**src/rtl/btn_press_gen.sv**
```systemverilog
// Button-press generator: takes press commands over valid/ready and drives a clean,
// registered button level (press of programmed length, then a fixed release gap).
module btn_press_gen #(
    parameter int NrBiti  = 6,
    parameter int T_SHORT = 5,
    parameter int T_NORM  = 10,
    parameter int T_LONG  = 20,
    parameter int T_GAP   = 8
) (
    input  logic              clk_i,
    input  logic              rst_i,
    input  logic              cmd_valid_i,
    input  logic [1:0]        cmd_type_i,
    input  logic [NrBiti-1:0] cmd_len_i,
    output logic              cmd_ready_o,
    input  logic              abort_i,
    output logic              btn_o,
    output logic              busy_o,
    output logic              done_o,
    output logic              aborted_o,
    output logic [7:0]        press_cnt_o,
    output logic [1:0]        dbg_state_o
);

    localparam logic [1:0] S_IDLE  = 2'd0;
    localparam logic [1:0] S_PRESS = 2'd1;
    localparam logic [1:0] S_GAP   = 2'd2;

    localparam logic [NrBiti-1:0] LEN_SHORT = NrBiti'(T_SHORT);
    localparam logic [NrBiti-1:0] LEN_NORM  = NrBiti'(T_NORM);
    localparam logic [NrBiti-1:0] LEN_LONG  = NrBiti'(T_LONG);
    localparam logic [NrBiti-1:0] GAP_LOAD  = NrBiti'(T_GAP - 1);
    localparam logic [NrBiti-1:0] ONE       = NrBiti'(1);
    localparam logic [NrBiti-1:0] ZERO      = '0;

    logic [1:0]        state, state_d;
    logic [NrBiti-1:0] cnt, cnt_d;
    logic              abort_flag, abort_flag_d;
    logic [NrBiti-1:0] len_sel;
    logic              accept;
    logic              finish;

    // Handshake: a command is taken on a rising edge where cmd_valid_i and
    // cmd_ready_o are both high; cmd_* is ignored otherwise, nothing is queued.
    assign cmd_ready_o = (state == S_IDLE);
    assign busy_o      = (state != S_IDLE);
    assign accept      = cmd_valid_i & cmd_ready_o;
    assign finish      = (state == S_GAP) && (cnt == ZERO);
    assign dbg_state_o = state;

    always_comb begin
        len_sel = LEN_NORM;
        case (cmd_type_i)
            2'b00:   len_sel = LEN_SHORT;
            2'b01:   len_sel = LEN_NORM;
            2'b10:   len_sel = LEN_LONG;
            default: len_sel = (cmd_len_i == ZERO) ? ONE : cmd_len_i;
        endcase
    end

    always_comb begin
        state_d      = state;
        cnt_d        = cnt;
        abort_flag_d = abort_flag;
        case (state)
            S_IDLE: begin
                if (accept) begin
                    state_d      = S_PRESS;
                    cnt_d        = len_sel - ONE;
                    abort_flag_d = 1'b0;
                end
            end
            S_PRESS: begin
                // An abort in the final press cycle lands in the same place as a
                // normal finish; only the flag differs.
                if (abort_i || cnt == ZERO) begin
                    state_d = S_GAP;
                    cnt_d   = GAP_LOAD;
                    if (abort_i) abort_flag_d = 1'b1;
                end else begin
                    cnt_d = cnt - ONE;
                end
            end
            S_GAP: begin
                if (cnt == ZERO) state_d = S_IDLE;
                else             cnt_d   = cnt - ONE;
            end
            default: state_d = S_IDLE;
        endcase
    end

    always_ff @(posedge clk_i or negedge rst_i) begin
        if (!rst_i) begin
            state       <= S_IDLE;
            cnt         <= '0;
            abort_flag  <= 1'b0;
            btn_o       <= 1'b0;
            done_o      <= 1'b0;
            aborted_o   <= 1'b0;
            press_cnt_o <= 8'd0;
        end else begin
            state      <= state_d;
            cnt        <= cnt_d;
            abort_flag <= abort_flag_d;
            btn_o      <= (state_d == S_PRESS);
            done_o     <= finish;
            aborted_o  <= finish & abort_flag;
            if (finish && !abort_flag) press_cnt_o <= press_cnt_o + 8'd1;
        end
    end

endmodule

```
**config.mk**
```make
export PLATFORM = sky130hd
export DESIGN_NAME = btn_press_gen
export DESIGN_NICKNAME = d
export VERILOG_FILES = /design/src/rtl/btn_press_gen.sv
export SDC_FILE = /design/constraint.sdc
export NUM_CORES = 1
export LEC_CHECK = 0
export CELL_PAD_IN_SITES_DETAIL_PLACEMENT = 1
export CELL_PAD_IN_SITES_GLOBAL_PLACEMENT = 2
export CORE_ASPECT_RATIO = 2
export CORE_UTILIZATION = 33
export CTS_BUF_LIST = sky130_fd_sc_hd__clkbuf_8
export DETAILED_ROUTE_END_ITERATION = 6
export PLACE_DENSITY = 0.88
export SLEW_MARGIN = 20
export SYNTH_ARGS = -nofsm -noshare
export SYNTH_HDL_FRONTEND = slang
export SYNTH_SLANG_ARGS = --single-unit
```
**constraint.sdc**
```tcl
create_clock -name clk_i -period 2.4 [get_ports clk_i]
set_input_delay 0.36 -clock clk_i [delete_from_list [all_inputs] [get_ports clk_i]]
set_output_delay 0.36 -clock clk_i [all_outputs]
set_load 0.02 [all_outputs]
```
# Word-level counts from Yosys, hierarchy flattened
# Cells that the tools add are included.
# Widths: inputs -> output; s select.
[word_totals]
regBits = 20
input_bits = 12
out_inout_bits = 15
elab_cells = 48
[op_classes]
addsub = 3
eq_ne = 9
muxes = 14
bitwise_logic = 2
n_reduce_logical = 13
[ops]
columns = ["operator", "n"]
rows = [
  ["$pmux 6 s3", 2],
  ["$mux 6", 4],
  ["$logic_not 6->1", 2],
  ["$sub 6x1->6 const B", 2],
  ["$add 8x1->8 const B", 1],
  ["$eq 2x1->1 const B", 3],
  ["$mux 2", 3],
  ["$ne 2x2->1 const B", 3],
  ["$pmux 2 s3", 1],
  ["$eq 2x2->1 const B", 2],
  ["$logic_not 2->1", 2],
  ["$reduce_and 4->1", 1],
  ["$reduce_bool 2->1", 2],
  ["$mux 1", 3],
  ["$reduce_and 3->1", 1],
  ["$reduce_bool 3->1", 1],
  ["$and 1x1->1", 2],
  ["$logic_and 1x1->1", 2],
  ["$ne 2x1->1 const B", 1],
  ["$pmux 1 s2", 1],
  ["$logic_not 1->1", 1],
  ["$logic_or 1x1->1", 1],
]

# Logic depth before layout (Yosys ltp)
[logic_depth]
word_depth = 6
depth_mapped = 9
mapped_depth_nobuf = 9

# Worst setup path before layout
# No wires, ideal clock.
[synth_path]
kind = "input -> register"
start = "input cmd_len_i[2]"
end = "register cnt[2]"
setup_time_ns = 0.127
t_arrival_ns = 2.215
required_ns = 2.273
slack_ns = 0.058
path_stages = 9
n_path_buf = 0
cell_sequence = "or4_1 -> o21bai_1 -> nand3_1 -> o21a_1 -> ha_1 -> nor2b_1 -> mux2_2 -> o31a_1 -> o32a_2"
[synth_via]
elab_chain_len = 6
[synth_rtl]
columns = ["item", "line", "rtl"]
rows = [
  ["start, declared", "14", "input logic [NrBiti-1:0] cmd_len_i,"],
  ["$logic_not 6->1", "57", "default: len_sel = (cmd_len_i == ZERO) ? ONE : cmd_len_i;"],
  ["$mux 6 (*)", "57", ""],
  ["$pmux 6 s3 (*)", "53", "case (cmd_type_i)"],
  ["$sub 6x1->6 (*)", "69", "cnt_d = len_sel - ONE;"],
  ["$mux 6 (*)", "67", "if (accept) begin"],
  ["$pmux 6 s3 (*)", "65", "case (state)"],
  ["end signal, assigned", "103", "cnt <= cnt_d;"],
  ["end, declared", "37", "logic [NrBiti-1:0] cnt, cnt_d;"],
]
# Mark *: on every way between the ends. The rest lies on a longest branch, timed or not. The select of a mux whose other input is x is not followed.
# A chain may end at the register's enable or synchronous reset.

# Worst setup path in the final report
[layout_path]
start = "input cmd_len_i[4]"
end = "register cnt[2]"
[layout_via]
elab_chain_len = 6
[layout_rtl]
columns = ["item", "line"]
rows = [
  ["$logic_not 6->1", "57"],
  ["$mux 6", "57"],
  ["$pmux 6 s3", "53"],
  ["$sub 6x1->6", "69"],
  ["$mux 6", "67"],
  ["$pmux 6 s3", "65"],
]
# Every way passes these cells. The select of a mux whose other input is x is not followed.

==> flow_metrics.tcl <==
set metrics [dict create \
    critical_path_buf_inv_count 1 \
    pin_count_of_the_biggest_net_entering_global_routing 21 \
    synth_top_family_by_area "compound AO/OA/AOI/OAI gates" \
    cts_htree_levels 1 \
    ff2ff_setup_slack_ps 230 \
    grt-ovfl-total 0 \
    syn_area_um2 1320 \
    cp_data_required_time_ps 2540 \
    tightestPinTransition_ps 540 \
    die-area_um2 4280 \
    vias_in_the_first_global_route 1312 \
    headroom_to_the_max_slew_limit_pct 64.0 \
    worst_setup_path_start_kind "input port" \
    cts_root_buffer "sky130_fd_sc_hd__clkbuf_8" \
    synthAdderAreaFrac_pct 7.57 \
    drt.antenna.violating_nets 0 \
    final.setup_skew_ps 1.36 \
    cts_buffers 3 \
    clk_latency_worst_skew_pair_ps 260 \
    postSynthNetCount 151 \
    place.gp.congestion 0.836 \
    layout.cell_area.non_filler_um2 1780 \
    synth-seq-cells 20 \
    num_vias 1199 \
    finalPower_mw 1.79 \
    synth-compound-area-share_pct 23.0 \
    global_routing_usage_summed_across_all_routing_layers_pct 19.0 \
    cp-end-kind "register" \
    io_buf_count 26 \
    synthesis.yosys.warnings 0 \
    fmaxAchievable_mhz 426 \
    final_min_period_over_clock_period_pct 97.8 \
    syn2layout_area_growth_pct 34.9 \
    placementRows 32 \
    fp.dieW_um 46.8 \
    rr_worst_depth 6 \
    drc 0 \
    floorplan.io_pins 27 \
    initial_utilization_pct 34.4 \
    worst-path-max-fanout 3 \
    nFillCells 469 \
    synthesis.area_per_instance_um2 10.1 \
    insertedDiodeCount 0 \
    route.detailed.wl_per_inst_um 16.9 \
    status "finished clean" \
    clk_slew_on_worst_s_h_paths_ps 70 \
    synth_simple_gate_area_share_pct 21.7 \
    multiInputGateArea_um2 816 \
    power.density_cell_area_nw_per_um2 1000 \
    critPathMaxStageDelay_ps 510 \
    worst_setup_path_startpoint "cmd_len_i[4]" \
    initial_antenna_violation_count 0 \
    detail_route.first_pass.iterations 3 \
    timing.critical_path.depth 10 \
    post_synth_mux_area_share_pct 1.70 \
    drv_cap 0 \
    finalCriticalPeriod_ps 2350 \
    place_area_um2 1710 \
    area.sequential_um2 500 \
    cpMaxStageDelayCell "sky130_fd_sc_hd__or4_4" \
    clock_tree.buffer_depth 2 \
    xor_xnor_cell_area_share_of_the_yosys_netlist_pct 5.30 \
    synth_sequential_area_ratio_pct 37.8 \
    fin_nets 190 \
    core-area_um2 3840 \
    worst-setup-path-type "input port to register" \
    dp_hpwl_um 3020 \
    synthArstFlopShare_pct 100 \
    hold_path_class "input port to async pin" \
    cts_num_sinks 20 \
    setup_repair_after_global_routing_missed_its_margin "false" \
    post_cts_setup_bufs 0 \
    r2r-start "dbg_state_o[0]$_DFF_PN0_" \
    worstReg2RegEnd "cnt[4]$_DFFE_PN0P_" \
    route.detailed.vias_per_inst 5.47 \
    detail_route.wirelength_um 3700 \
    grt_first_pass_wirelength_um 5920 \
    cp_data_arrival_time_ps 2490 \
    yosys_most_used_dff "sky130_fd_sc_hd__dfrtp_1" \
    timing.final.max_slew_violations 0 \
    finish.utilization_pct 46.4 \
    leakagePower_nw 0.771 \
    setup_viol 0 \
    critical_path.top_delay_family "compound AO/OA/AOI/OAI gates" \
    tritoncts_clock_tree "built" \
    synth_enable_flop_cells 0 \
    worst_setup_path_endpoint "cnt[2]$_DFFE_PN0P_" \
    worst_ir_drop_vdd_mv 0.417 \
    dr.first_iter.drc_count 25 \
    dieHeight_um 91.5 \
    netlist_instances 131 \
    layout-drive-gt1-share_pct 19.6 \
    final_hold_viol_count 0 \
    cp_cell_sequence "dlygate4sd2_1 -> or4_4 -> o21bai_4 -> nand3_2 -> o21a_1 -> ha_2 -> nor2b_1 -> mux2_4 -> o31a_1 -> o32a_2" \
    synth_cell_types 53 \
]
-- placed cells by master, fill, tap and decap left out, types with 3 or more instances in the layout --
cell type / synthesis / routed
sky130_fd_sc_hd__a21oi_1: 4 / 4
sky130_fd_sc_hd__and2_1: 3 / 3
sky130_fd_sc_hd__and3_1: 3 / 3
sky130_fd_sc_hd__buf_4: 0 / 11
sky130_fd_sc_hd__clkbuf_8: 0 / 3
sky130_fd_sc_hd__clkdlybuf4s50_1: 0 / 22
sky130_fd_sc_hd__dfrtp_1: 20 / 20
sky130_fd_sc_hd__ha_1: 8 / 7
sky130_fd_sc_hd__inv_1: 6 / 6
sky130_fd_sc_hd__nand2_1: 3 / 3
sky130_fd_sc_hd__nand4_1: 5 / 5
sky130_fd_sc_hd__nor2_1: 7 / 7
sky130_fd_sc_hd__nor2b_1: 4 / 4
sky130_fd_sc_hd__nor3_1: 4 / 4
sky130_fd_sc_hd__o21ai_0: 6 / 6
sky130_fd_sc_hd__o31ai_1: 3 / 3
sky130_fd_sc_hd__xnor2_1: 7 / 7
-- synthesized netlist by cell type (3+ instances only) --
| master | n | area share (%) |
|---|---|---|
| sky130_fd_sc_hd__nand4_1 | 5 | 2.4 |
| sky130_fd_sc_hd__nor2_1 | 7 | 2.0 |
| sky130_fd_sc_hd__nor3_1 | 4 | 1.5 |
| sky130_fd_sc_hd__and3_1 | 3 | 1.4 |
| sky130_fd_sc_hd__inv_1 | 6 | 1.7 |
| sky130_fd_sc_hd__o31ai_1 | 3 | 1.7 |
| sky130_fd_sc_hd__dfrtp_1 | 20 | 38 |
| sky130_fd_sc_hd__nand2_1 | 3 | 0.85 |
| sky130_fd_sc_hd__xnor2_1 | 7 | 4.6 |
| sky130_fd_sc_hd__a21oi_1 | 4 | 1.5 |
| sky130_fd_sc_hd__and2_1 | 3 | 1.4 |
| sky130_fd_sc_hd__nor2b_1 | 4 | 1.9 |
| sky130_fd_sc_hd__o21ai_0 | 6 | 2.3 |
| sky130_fd_sc_hd__ha_1 | 8 | 7.6 |
-- timing repair --
| item | 4_1_cts | 5_1_grt |
|---|---|---|
| setup endpoints to repair | 2 | 2 |
| pin swaps | 5 | 1 |
| resized for setup | 12 | 2 |
| hold buffers | 0 | 0 |
-- worst min path at each step --
stage,start,to,cells after the start
2_1_floorplan,rst_i,abort_flag$_DFFE_PN0P_,0
3_3_place_gp,press_cnt_o[7]$_DFFE_PN0P_,press_cnt_o[7]$_DFFE_PN0P_,1
3_5_place_dp,press_cnt_o[7]$_DFFE_PN0P_,press_cnt_o[7]$_DFFE_PN0P_,1
4_1_cts,rst_i,btn_o$_DFF_PN0_,2
5_1_grt,rst_i,dbg_state_o[0]$_DFF_PN0_,2
6_report,rst_i,btn_o$_DFF_PN0_,2
-- cell families after synthesis --
| group | Yosys count |
|---|---|
| compound gates | 40 |
| mux | 2 |
| simple gates | 44 |
| buf+inv | 9 |
| fa+ha+maj | 8 |
| flops | 20 |
| xor+xnor | 8 |
-- power by group --
group          total, mW  internal [mW]  switching (mW)
sequential         0.558          0.428           0.130
combinational       1.01          0.467           0.544
clock              0.223          0.112           0.111
total               1.79           1.01           0.785
-- registers in the layout, indices dropped and copies added (netlist names) --
name and count:
press_cnt_o 8, cnt 6, done_o 1, abort_flag 1
dbg_state_o 2, btn_o 1, aborted_o 1
-- per-stage QoR --
stage | setup TNS, ps | setup WS, ps | hold WS, ps | cells
3_3_place_gp | -826 | -439 | 461 | 216
2_1_floorplan | 0 | 57.8 | 64.4 | 131
6_report | 0 | 52.3 | 434 | 219
5_1_grt | 0 | 4.32 | 468 | 219
3_5_place_dp | -1290 | -609 | 470 | 216
4_1_cts | 0 | 22.0 | 446 | 219
-- layout make-up --
cell class	count	share of cell area (%)
Multi-Input combinational cell	102	45.7
Sequential cell	20	28.1
Timing Repair Buffer	37	19.1
Tap cell	51	3.58
Clock buffer	3	2.31
Inverter	6	1.26
-- routing by layer --
layer	wire [um]	global-route usage, %
met2	2250	37.0
met3	95	1.79
met4	136	8.81
met5	0	0
met1	1210	17.3
Power figures use the tool's default switching activity.
